<file path="config.mk">
export PLATFORM = sky130hd
export DESIGN_NAME = board_io_cond
export DESIGN_NICKNAME = d
export VERILOG_FILES = /design/src/rtl/board_io_cond.sv
export SDC_FILE = /design/constraint.sdc
export NUM_CORES = 1
export LEC_CHECK = 0
export ABC_AREA = 1
export BUFFER_PORTS_ARGS = -buffer_cell sky130_fd_sc_hd__buf_4
export CAP_MARGIN = 20
export CELL_PAD_IN_SITES_DETAIL_PLACEMENT = 1
export CELL_PAD_IN_SITES_GLOBAL_PLACEMENT = 1
export CORE_MARGIN = 2
export CORE_UTILIZATION = 35
export DETAILED_ROUTE_END_ITERATION = 12
export GPL_ROUTABILITY_DRIVEN = 0
export PLACE_DENSITY_LB_ADDON = 0.1
export SYNTH_ARGS = -nofsm -noshare
export SYNTH_HDL_FRONTEND = slang
export SYNTH_SLANG_ARGS = --single-unit
</file>
<file path="constraint.sdc">
create_clock -name CLK_50MHZ -period 11.4 [get_ports CLK_50MHZ]
set_input_delay 1.71 -clock CLK_50MHZ [delete_from_list [all_inputs] [get_ports CLK_50MHZ]]
set_output_delay 1.71 -clock CLK_50MHZ [all_outputs]
set_load 0.01 [all_outputs]
</file>
<file path="src/rtl/board_io_cond.sv">
// Board-level I/O conditioning: button synchronise/debounce with press/release
// strobes, LED stretching with pin polarity, and a power-on/button system reset.
module board_io_cond #(
    parameter int                NBTN               = 4,
    parameter logic [NBTN-1:0]   BTN_ACTIVE_LOW     = {NBTN{1'b1}},
    parameter int                DEBOUNCE_CYCLES    = 500000,
    parameter int                NLED               = 8,
    parameter logic [NLED-1:0]   LED_ACTIVE_LOW     = '0,
    parameter int                LED_STRETCH_CYCLES = 2500000,
    parameter int                POR_CYCLES         = 65536,
    parameter int                RST_BTN            = 0
) (
    input  logic            CLK_50MHZ,
    input  logic            RESET,
    input  logic [NBTN-1:0] BTN_RAW,
    output logic [NBTN-1:0] BTN_LEVEL,
    output logic [NBTN-1:0] BTN_PRESS,
    output logic [NBTN-1:0] BTN_RELEASE,
    input  logic [NLED-1:0] LED_IN,
    output logic [NLED-1:0] LED_OUT,
    output logic            SYS_RESET
);

    localparam int DCW = $clog2(DEBOUNCE_CYCLES + 1);
    localparam logic [DCW-1:0] DEB_LAST = DCW'(DEBOUNCE_CYCLES - 1);

    localparam int SCW = (LED_STRETCH_CYCLES > 0) ? $clog2(LED_STRETCH_CYCLES + 1) : 1;
    localparam logic [SCW-1:0] STRETCH_LOAD = SCW'(LED_STRETCH_CYCLES);

    localparam int PCW = (POR_CYCLES > 1) ? $clog2(POR_CYCLES) : 1;
    localparam logic [PCW-1:0] POR_LAST = PCW'(POR_CYCLES - 1);

    // ---------------------------------------------------------------- buttons
    for (genvar i = 0; i < NBTN; i++) begin : g_btn
        logic           sync1;
        logic           sync2;
        logic           norm;
        logic [DCW-1:0] deb_cnt;
        logic           level_q;
        logic           press_q;
        logic           release_q;

        assign norm = sync2 ^ BTN_ACTIVE_LOW[i];

        always_ff @(posedge CLK_50MHZ or posedge RESET) begin
            if (RESET) begin
                sync1     <= BTN_ACTIVE_LOW[i];
                sync2     <= BTN_ACTIVE_LOW[i];
                deb_cnt   <= '0;
                level_q   <= 1'b0;
                press_q   <= 1'b0;
                release_q <= 1'b0;
            end else begin
                sync1     <= BTN_RAW[i];
                sync2     <= sync1;
                press_q   <= 1'b0;
                release_q <= 1'b0;
                // Any return to the accepted level discards accumulated credit.
                if (norm == level_q) begin
                    deb_cnt <= '0;
                end else if (deb_cnt == DEB_LAST) begin
                    deb_cnt   <= '0;
                    level_q   <= norm;
                    press_q   <= norm;
                    release_q <= ~norm;
                end else begin
                    deb_cnt <= deb_cnt + DCW'(1);
                end
            end
        end

        assign BTN_LEVEL[i]   = level_q;
        assign BTN_PRESS[i]   = press_q;
        assign BTN_RELEASE[i] = release_q;
    end

    // ------------------------------------------------------------------- LEDs
    for (genvar j = 0; j < NLED; j++) begin : g_led
        logic [SCW-1:0] str_cnt;
        logic           active;
        logic           out_q;

        assign active = LED_IN[j] | (str_cnt != '0);

        always_ff @(posedge CLK_50MHZ or posedge RESET) begin
            if (RESET) begin
                str_cnt <= '0;
                out_q   <= LED_ACTIVE_LOW[j];
            end else begin
                if (LED_IN[j]) begin
                    str_cnt <= STRETCH_LOAD;
                end else if (str_cnt != '0) begin
                    str_cnt <= str_cnt - SCW'(1);
                end
                out_q <= active ^ LED_ACTIVE_LOW[j];
            end
        end

        assign LED_OUT[j] = out_q;
    end

    // -------------------------------------------------------- reset generator
    logic rst_req;

    if (RST_BTN >= 0 && RST_BTN < NBTN) begin : g_rst_btn
        assign rst_req = BTN_LEVEL[RST_BTN];
    end else begin : g_no_rst_btn
        assign rst_req = 1'b0;
    end

    typedef enum logic {
        HOLD,
        RUN
    } por_state_t;

    por_state_t     por_state;
    logic [PCW-1:0] por_cnt;
    logic           sys_reset_q;

    always_ff @(posedge CLK_50MHZ or posedge RESET) begin
        if (RESET) begin
            por_state   <= HOLD;
            por_cnt     <= '0;
            sys_reset_q <= 1'b1;
        end else if (rst_req) begin
            // Held button pins the count at zero; timing restarts on release.
            por_state   <= HOLD;
            por_cnt     <= '0;
            sys_reset_q <= 1'b1;
        end else begin
            case (por_state)
                HOLD: begin
                    if (por_cnt == POR_LAST) begin
                        por_state   <= RUN;
                        por_cnt     <= '0;
                        sys_reset_q <= 1'b0;
                    end else begin
                        por_cnt     <= por_cnt + PCW'(1);
                        sys_reset_q <= 1'b1;
                    end
                end
                RUN: begin
                    sys_reset_q <= 1'b0;
                end
                default: begin
                    por_state   <= HOLD;
                    por_cnt     <= '0;
                    sys_reset_q <= 1'b1;
                end
            endcase
        end
    end

    assign SYS_RESET = sys_reset_q;

endmodule

</file>
* Yosys cells after proc, flatten, opt, wreduce, memory -nomap -nowiden *
Cells that the tools add are included.

storage, ports and cells
  bits of input ports = 14
  output and inout port bits = 21
  register bits = 298

operators by class
  bitwise operators = 17
  muxes and demuxes = 49
  reduce and logical (&&, ||, !) cells = 20
  eq/ne operators = 10
  add/sub/neg operators = 13

operators with widths
  cell                     count
  $mux W22                 16
  $reduce_bool A22 Y1      8
  $sub A22 B1 Y22 const B  8
  $mux W19                 8
  $add A19 B1 Y19 const B  4
  $eq A19 B19 Y1 const B   4
  $mux W16                 3
  $mux W1                  21
  $add A16 B1 Y16 const B  1
  $eq A16 B16 Y1 const B   1
  $reduce_bool A2 Y1       8
  $not A1 Y1               9
  $or A1 B1 Y1             8
  $reduce_and A2 Y1        4
  $eq A1 B1 Y1             4
  $ne A2 B2 Y1 const B     1
  $pmux W1 S2              1

* Depth between registers and ports, before layout *
Gate-level depths: netlist (run 1).

  word-level depth = 4
  depth in mapped cells = 10
  mapped depth without buffers = 10

* Least setup slack after synthesis (run 1) *
No wires, ideal clock.

  kind = input-to-reg
  from = in LED_IN[6]
  to = reg g_led[6].str_cnt[11]
  arrival = 2.461 ns
  stages = 5
  setup slack = 8.867 ns
  library setup time = 0.072 ns
  path buffers = 2
  cell sequence = buf_2 inv_1 clkbuf_1 nand3_1 nor2_1

on the way
  longest elaborated chain between the ends = 1
  elaborated cells on any way between the ends = 2

RTL lines
  element                                                line  text
  from (decl)                                            19    input logic [NLED-1:0] LED_IN,
  $mux W22 / $reduce_bool A2 Y1 (equally long branches)  -
  to (signal assigned)                                   93    str_cnt <= str_cnt - SCW'(1);
  to (decl)                                              79    logic [SCW-1:0] str_cnt;

Several ways; a longest one is shown, not always the timed one.
A chain may end at the register's enable or synchronous reset.

* Worst setup path after layout (run 1) *
  from = reg g_btn[0].level_q
  to = out BTN_LEVEL[0]

RTL lines
  element                 line  text
  from (decl)             39    logic level_q;
  from (signal assigned)  63    level_q <= norm;
  to (decl)               16    output logic [NBTN-1:0] BTN_LEVEL,

No word-level cell between the ends.

==> results of run 1 <==
==> where the power goes <==
| group | switching (W) | internal [W] |
|---|---|---|
| logic | 0.000165 | 0.0000620 |
| registers | 0.0000315 | 0.00109 |
| clock network | 0.000491 | 0.000807 |
==> cells in the mapped netlist (all sizes together) (12+ instances only) <==
cell / count
nand4: 85
nor3: 28
a21oi: 57
inv: 343
or2: 12
clkbuf: 13
o21ai: 60
nand3: 249
xor2: 45
ha: 13
dfrtp: 289
nor2: 581
buf: 34
nand2: 552
==> cell families after synthesis <==
family,after synthesis,share of synthesized area
DFF,298,0.434
xor gates and xnor gates,56,0.0285
buffers and inverters,393,0.0930
AOI/OAI and AO/OA,147,0.0476
and+or+nand+nor,1518,0.387
adders and majority gates,13,0.00946
==> flip-flops by register name, summed over array words and instances (netlist names) <==
signal / flops
por_cnt: 16
por_state: 1
g_btn.level_q: 4
g_led.str_cnt: 176
g_btn.sync1: 4
g_btn.sync2: 4
SYS_RESET: 1
g_btn.press_q: 4
g_btn.deb_cnt: 76
g_led.out_q: 8
g_btn.release_q: 4
==> per-layer routing <==
| metal | track usage | vias to the layer above | wire length, um |
|---|---|---|---|
| met5 | 0 | - | 0 |
| met4 | 0.0391 | 0 | 634 |
| met3 | 0.0273 | 50 | 1150 |
| met2 | 0.324 | 105 | 21700 |
| met1 | 0.248 | 7460 | 22000 |
| li1 | - | 7687 | - |
==> cell usage in the layout, fill, tap and decap left out, types with 9 or more instances in the layout <==
master	count
clkbuf_16	41
ha_1	13
nand3_1	242
nor2_2	36
o21ai_0	30
dfrtp_1	289
dfstp_2	9
nor3_1	26
xnor2_1	11
clkinv_2	10
buf_4	37
nor2_1	533
nand2_1	536
xor2_1	45
a21o_1	11
inv_2	29
o21bai_1	10
inv_1	312
o21ai_1	27
a21oi_1	56
nand4_1	83
or2_2	12
nand2_2	14
==> worst max path at each step <==
| stage | startpoint | slack (ns) | end |
|---|---|---|---|
| after floorplan | RESET | 1.47 | g_btn[0].deb_cnt[0] |
| after global placement | RESET | 7.77 | g_led[7].str_cnt[13] |
| after detailed placement | RESET | 7.74 | g_led[7].str_cnt[13] |
| after CTS | RESET | 8.36 | g_btn[0].deb_cnt[6] |
| after global routing | RESET | 8.16 | g_btn[0].deb_cnt[6] |
| final | g_btn[0].level_q | 8.40 | BTN_LEVEL[0] |
==> cell type report <==
class	count	area [um2]	share of cell area
repair buffers	37	278	0.0143
clock inverters	16	210	0.0109
inverters	346	1310	0.0676
well taps	664	831	0.0429
flip-flops and latches	298	7470	0.386
multi-input cells	1734	8130	0.420
clock buffers	54	1130	0.0586
==> through the flow <==
stage,hold slack (ns),power (W),instances,cell area [um2],utilization
floorplan,0.345,0.00130,2425,17200,-
global placement,0.347,0.00136,3079,18000,0.370
detailed placement,0.347,0.00137,3079,18000,0.370
CTS,0.358,0.00270,3149,19400,0.397
global route,0.362,0.00278,3149,19400,0.397
finish,0.357,0.00265,3149,19400,0.397
==> results by group, run 1 <==
Setup path
  • CP max FO: 9
  • Critical path class: flop to output pin
  • RR Startpoint: g_led[2].str_cnt[0]
  • FF-to-FF path depth: 9
  • Buf/Inv on CP: 1
  • Worst Path Required: 9.69 ns
  • FF-to-FF End: g_led[2].str_cnt[11]
  • CP arrival: 1.29 ns
  • R2r setup slk: 9.29 ns
  • Worst path cell trace: buf_4
  • Max stage delay on crit path: 0.52 ns
  • Crit end category: output pin
  • CP Launch Type: flop
  • Worst path top cell family by delay: flip-flops
  • CP Depth: 1
  • Slowest CP cell: dfrtp_1

Global routing
  • Largest net degree at the start of global routing: 128
  • Grt total ovfl: 0
  • Initial antenna violation count: 0
  • First-pass GRT wire length: 79,100 um
  • Vias in the first global route: 16.1k
  • Total Routing Usage GR: 0.187

CTS
  • Post-CTS Setup Inserts: 0
  • Clk buf depth: 3
  • CTS tree: built
  • Clock Latency Late Sink: 0.56 ns
  • CTS Buf Count: 39
  • CTS root buffer: clkbuf_16
  • CTS resizes: 0
  • Sink Count: 298
  • H-tree level count: 2
  • Cts hold-fix bufs: 0
  • Clk slew on worst S/H paths: 0.06 ns

Floorplan
  • Row cnt: 81
  • Horiz. Die Dim: 226 um
  • Starting density of the core: 0.353
  • Die Area: 0.0509 mm2
  • Die Y: 226 um
  • Core area: 0.0487 mm2
  • IO Pins: 35

Yosys
  • Mapped Cells: 2,425
  • Synth Cell Area: 0.0172 mm2
  • Post-synth top area share: 0.420
  • Area contributors post-synth: dfrtp_1 (42%), nand2_1 (12%), nor2_1 (12%), nand3_1 (7.0%), inv_1 (6.8%)
  • Post-synthesis register bit count: 298
  • Mapped Nets: 2,452
  • Sequential element share of the synthesized area: 0.434
  • Synth unique cells: 44
  • Cell taking the most area after synthesis: dfrtp_1
  • Ys flop type: dfrtp_1
  • Syn_area_per_cell: 7.09 um2
  • EDFF count, synth: 0
  • FFs w/ async S/R, synth: 1.00
  • Syn. warnings: 0

STA
  • Fmax: 0.334 GHz
  • Layout Skew: 0.0190 ns
  • Setup TNS: 0 ns
  • Relative slew slack: 0.352
  • Final worst slack: 8.40 ns
  • Crit share post-route: 0.263
  • RSZ-0062 raised after global routing: false
  • Final setup viols: 0
  • Worst slew pin tran: 0.972 ns
  • Max Transition Viols Final: 0
  • Final Hold Viols: 0
  • Final min period: 3.00 ns

Detailed routing
  • DR WL/cell: 14.5 um
  • Drt pass-1 iters: 7
  • Antenna Violating Nets Remaining: 0
  • Drt via density: 4.86
  • Post-Route WL: 45,600 um
  • # DRC: 0
  • 1st-iter DRT viols: 647
  • Vias: 15.3k

Power
  • Static leakage: 9.05 nW
  • Pwr Density: 137 mW/mm2
  • Peak VDD IR: 0.0957 mV

Final layout
  • Final Net Count: 2,483
  • # diodes: 0
  • Share of layout cells above drive strength 1: 0.0934
  • Area growth, synth to finish: 12.6%
  • Fill cells: 6,102

Worst hold path
  • Hold crit path type: flop to flop
  • Hold path cells: 0
  • Hold Path End: g_btn[1].sync2
  • Hold path start: g_btn[1].sync1

Placement
  • Placement Setup Slack: 7.74 ns
  • DP Wirelength: 33,100 um
  • IO buf count: 34

Flow run
  • Max Cap Viol: 0

Status
  • Status: finished, final reports clean
Note: power is estimated with default switching activity, not from simulation.
==> run 2: changes to the inputs <==
clock period = 2.96 ns   (was 11.4 ns; I/O delays follow)
==> results by group, run 2 (same netlist as run 1, synthesis figures left out) <==
Detailed routing
  • Post-Route WL: 45,700 um (+0.41%)
  • Drt pass-1 iters: 5 (-2)
  • Vias: 15.2k (-0.59%)
  • # DRC: 0 (unchanged)
  • Antenna Violating Nets Remaining: 0 (unchanged)
  • Drt via density: 4.81 (-0.94%)
  • 1st-iter DRT viols: 648 (+0.15%)
  • DR WL/cell: 14.5 um (about the same)

Power
  • Static leakage: 9.13 nW (+0.81%)
  • Clock Power Share: 0.497 (+0.007)
  • Internal Power: 0.00773 W (+290%)
  • Switch share: 0.254 (-0.00525)
  • Comb power frac: 0.085 (about the same)
  • Sequential share of power: 0.417 (-0.007)
  • Total Power: 0.0104 W (+290%)
  • Pwr Density: 530 mW/mm2 (+290%)
  • Switching pwr: 0.00264 W (+280%)
  • Peak VDD IR: 0.351 mV (+270%)

Final layout
  • Largest Register: g_led.str_cnt
  • Share of layout cells above drive strength 1: 0.0954 (+0.00199)
  • Commonest non-fill, non-tap cell in the layout: nand2_1
  • Most frequent cells in the layout: nand2_1 (536), nor2_1 (533), inv_1 (312), dfrtp_1 (289), nand3_1 (242)
  • Max FFs per register: 176 (unchanged)
  • Biggest regs: g_led.str_cnt (176), g_btn.deb_cnt (76), por_cnt (16)
  • Area growth, synth to finish: 13.7%
  • # diodes: 0 (unchanged)
  • Fin area: 0.0196 mm2 (+1.0%)
  • Final Net Count: 2,496 (+0.52%)
  • Util after Layout: 0.401 (+0.00406)

STA
  • Fmax: 0.520 GHz
  • Crit share post-route: 0.650
  • Final Hold Viols: 0 (unchanged)
  • Final worst slack: 1.04 ns (-7.37 ns)
  • Relative slew slack: 0.554 (+0.202)
  • Worst slew pin tran: 0.664 ns (-0.308 ns)
  • RSZ-0062 raised after global routing: false
  • Final setup viols: 0 (unchanged)
  • Layout Skew: 0.0135 ns (-0.00546 ns)
  • Max Transition Viols Final: 0 (unchanged)
  • Final min period: 1.92 ns

Setup path
  • Crit end category: flop
  • CP max FO: 11 (+2)
  • CP Launch Type: flop
  • Critical path class: flop to flop
  • Worst Path Required: 3.39 ns (-6.30 ns)
  • CP arrival: 2.35 ns (+1.06 ns)

Floorplan
  • Die Area: 0.0509 mm2 (unchanged)
  • Die Y: 226 um (unchanged)
  • Row cnt: 81 (unchanged)
  • Core area: 0.0487 mm2 (unchanged)
  • Starting density of the core: 0.353 (unchanged)
  • Horiz. Die Dim: 226 um (unchanged)
  • IO Pins: 35 (unchanged)

Placement
  • Dpl cell area: 0.0181 mm2 (+0.55%)
  • IO buf count: 34 (unchanged)
  • DP Wirelength: 33,600 um (+1.4%)
  • Placement Setup Slack: 1.04 ns (-6.71 ns)

CTS
  • Sink Count: 298 (unchanged)
  • Clk slew on worst S/H paths: 0.06 ns (about the same)
  • H-tree level count: 2 (unchanged)
  • Clk buf depth: 3 (unchanged)
  • Clock Latency Late Sink: 0.55 ns (about the same)
  • CTS resizes: 0 (unchanged)
  • CTS Buf Count: 40 (+2.6%)
  • CTS root buffer: clkbuf_16
  • CTS tree: built

Global routing
  • Total Routing Usage GR: 0.189 (+0.00200)
  • Initial antenna violation count: 0 (unchanged)
  • Grt total ovfl: 0 (unchanged)
  • First-pass GRT wire length: 79,700 um (+0.86%)
  • Largest net degree at the start of global routing: 79 (-38%)
  • Vias in the first global route: 16.2k (+0.88%)

Worst hold path
  • Hold crit path type: input pin to flop

Status
  • Status: finished, final reports clean

Flow run
  • Max Cap Viol: 0 (unchanged)
-- run 2: cell types whose count changed in the layout (fill, tap and decap cells not counted), sizes merged, moves of 2 or more --
cell | before | now
clkinvlp | 2 | 5
clkinv | 12 | 8
dlygate4sd3 | 0 | 5
bufinv | 5 | 7
buf | 37 | 44
-- run 2: metrics by stage --
stage	instances	setup TNS (ns)	hold WS, ns
after floorplan	2425	-418.31	0.345
after global placement	3086	0	0.347
after detailed placement	3086	0	0.348
after CTS	3160	0	0.116
after global routing	3160	0	0.155
final	3160	0	0.164
-- run 2: what timing repair did --
action                                 CTS  global route
endpoints found under the hold margin   20             0
buffers inserted                         0             0
hold buffers                             5             0
-- run 2: routing by layer --
metal,global-route usage,vias up,part of all wire
met5,0,-,0
met1,0.247,7369,0.48
met2,0.328,103,0.48
met3,0.0263,51,0.026
met4,0.0485,0,0.018
li1,-,7688,-
-- run 2: worst paths after layout --
kind | start | end | cells past startpoint | slack [ns]
min | LED_IN[2] | g_led[2].str_cnt[18] | 3 | 0.16
max | g_led[0].str_cnt[0] | g_led[0].str_cnt[0] | 7 | 1.04
max in group asynchronous | RESET | g_btn[3].sync1 | 4 | 1.61
min in group asynchronous | RESET | g_led[4].str_cnt[14] | 3 | 0.52
min reg2reg | g_btn[3].sync1 | g_btn[3].sync2 | 0 | 0.35
max reg2reg | g_led[0].str_cnt[0] | g_led[0].str_cnt[0] | 7 | 1.04
-- run 2: area by class of cell --
type                       count  area, um2
multi-input combinational   1734       8130
fill                        6121      29200
timing repair buffer          49        430
inverter                     346       1310
tap                          664        831
sequential                   298       7470
clock buffer                  53       1120
clock inverter                16        273
-- run 2: worst max-delay path, cell delays in order (launching register included) --
cell	delay (ns)
dfrtp_1	0.39
inv_2	0.10
ha_1	0.26
nand2_1	0.11
nor2_2	0.22
nand3_1	0.41
nand3_1	0.20
o21ai_1	0.09
-- run 2: power groups by stage --
stage               Combinational [W]  Sequential [W]  Clock, W
floorplan                    0.000653         0.00436         0
global placement             0.000878         0.00439         0
detailed placement           0.000898         0.00440         0
CTS                          0.000910         0.00433   0.00535
global route                  0.00103         0.00435   0.00550
finish                       0.000884         0.00433   0.00515
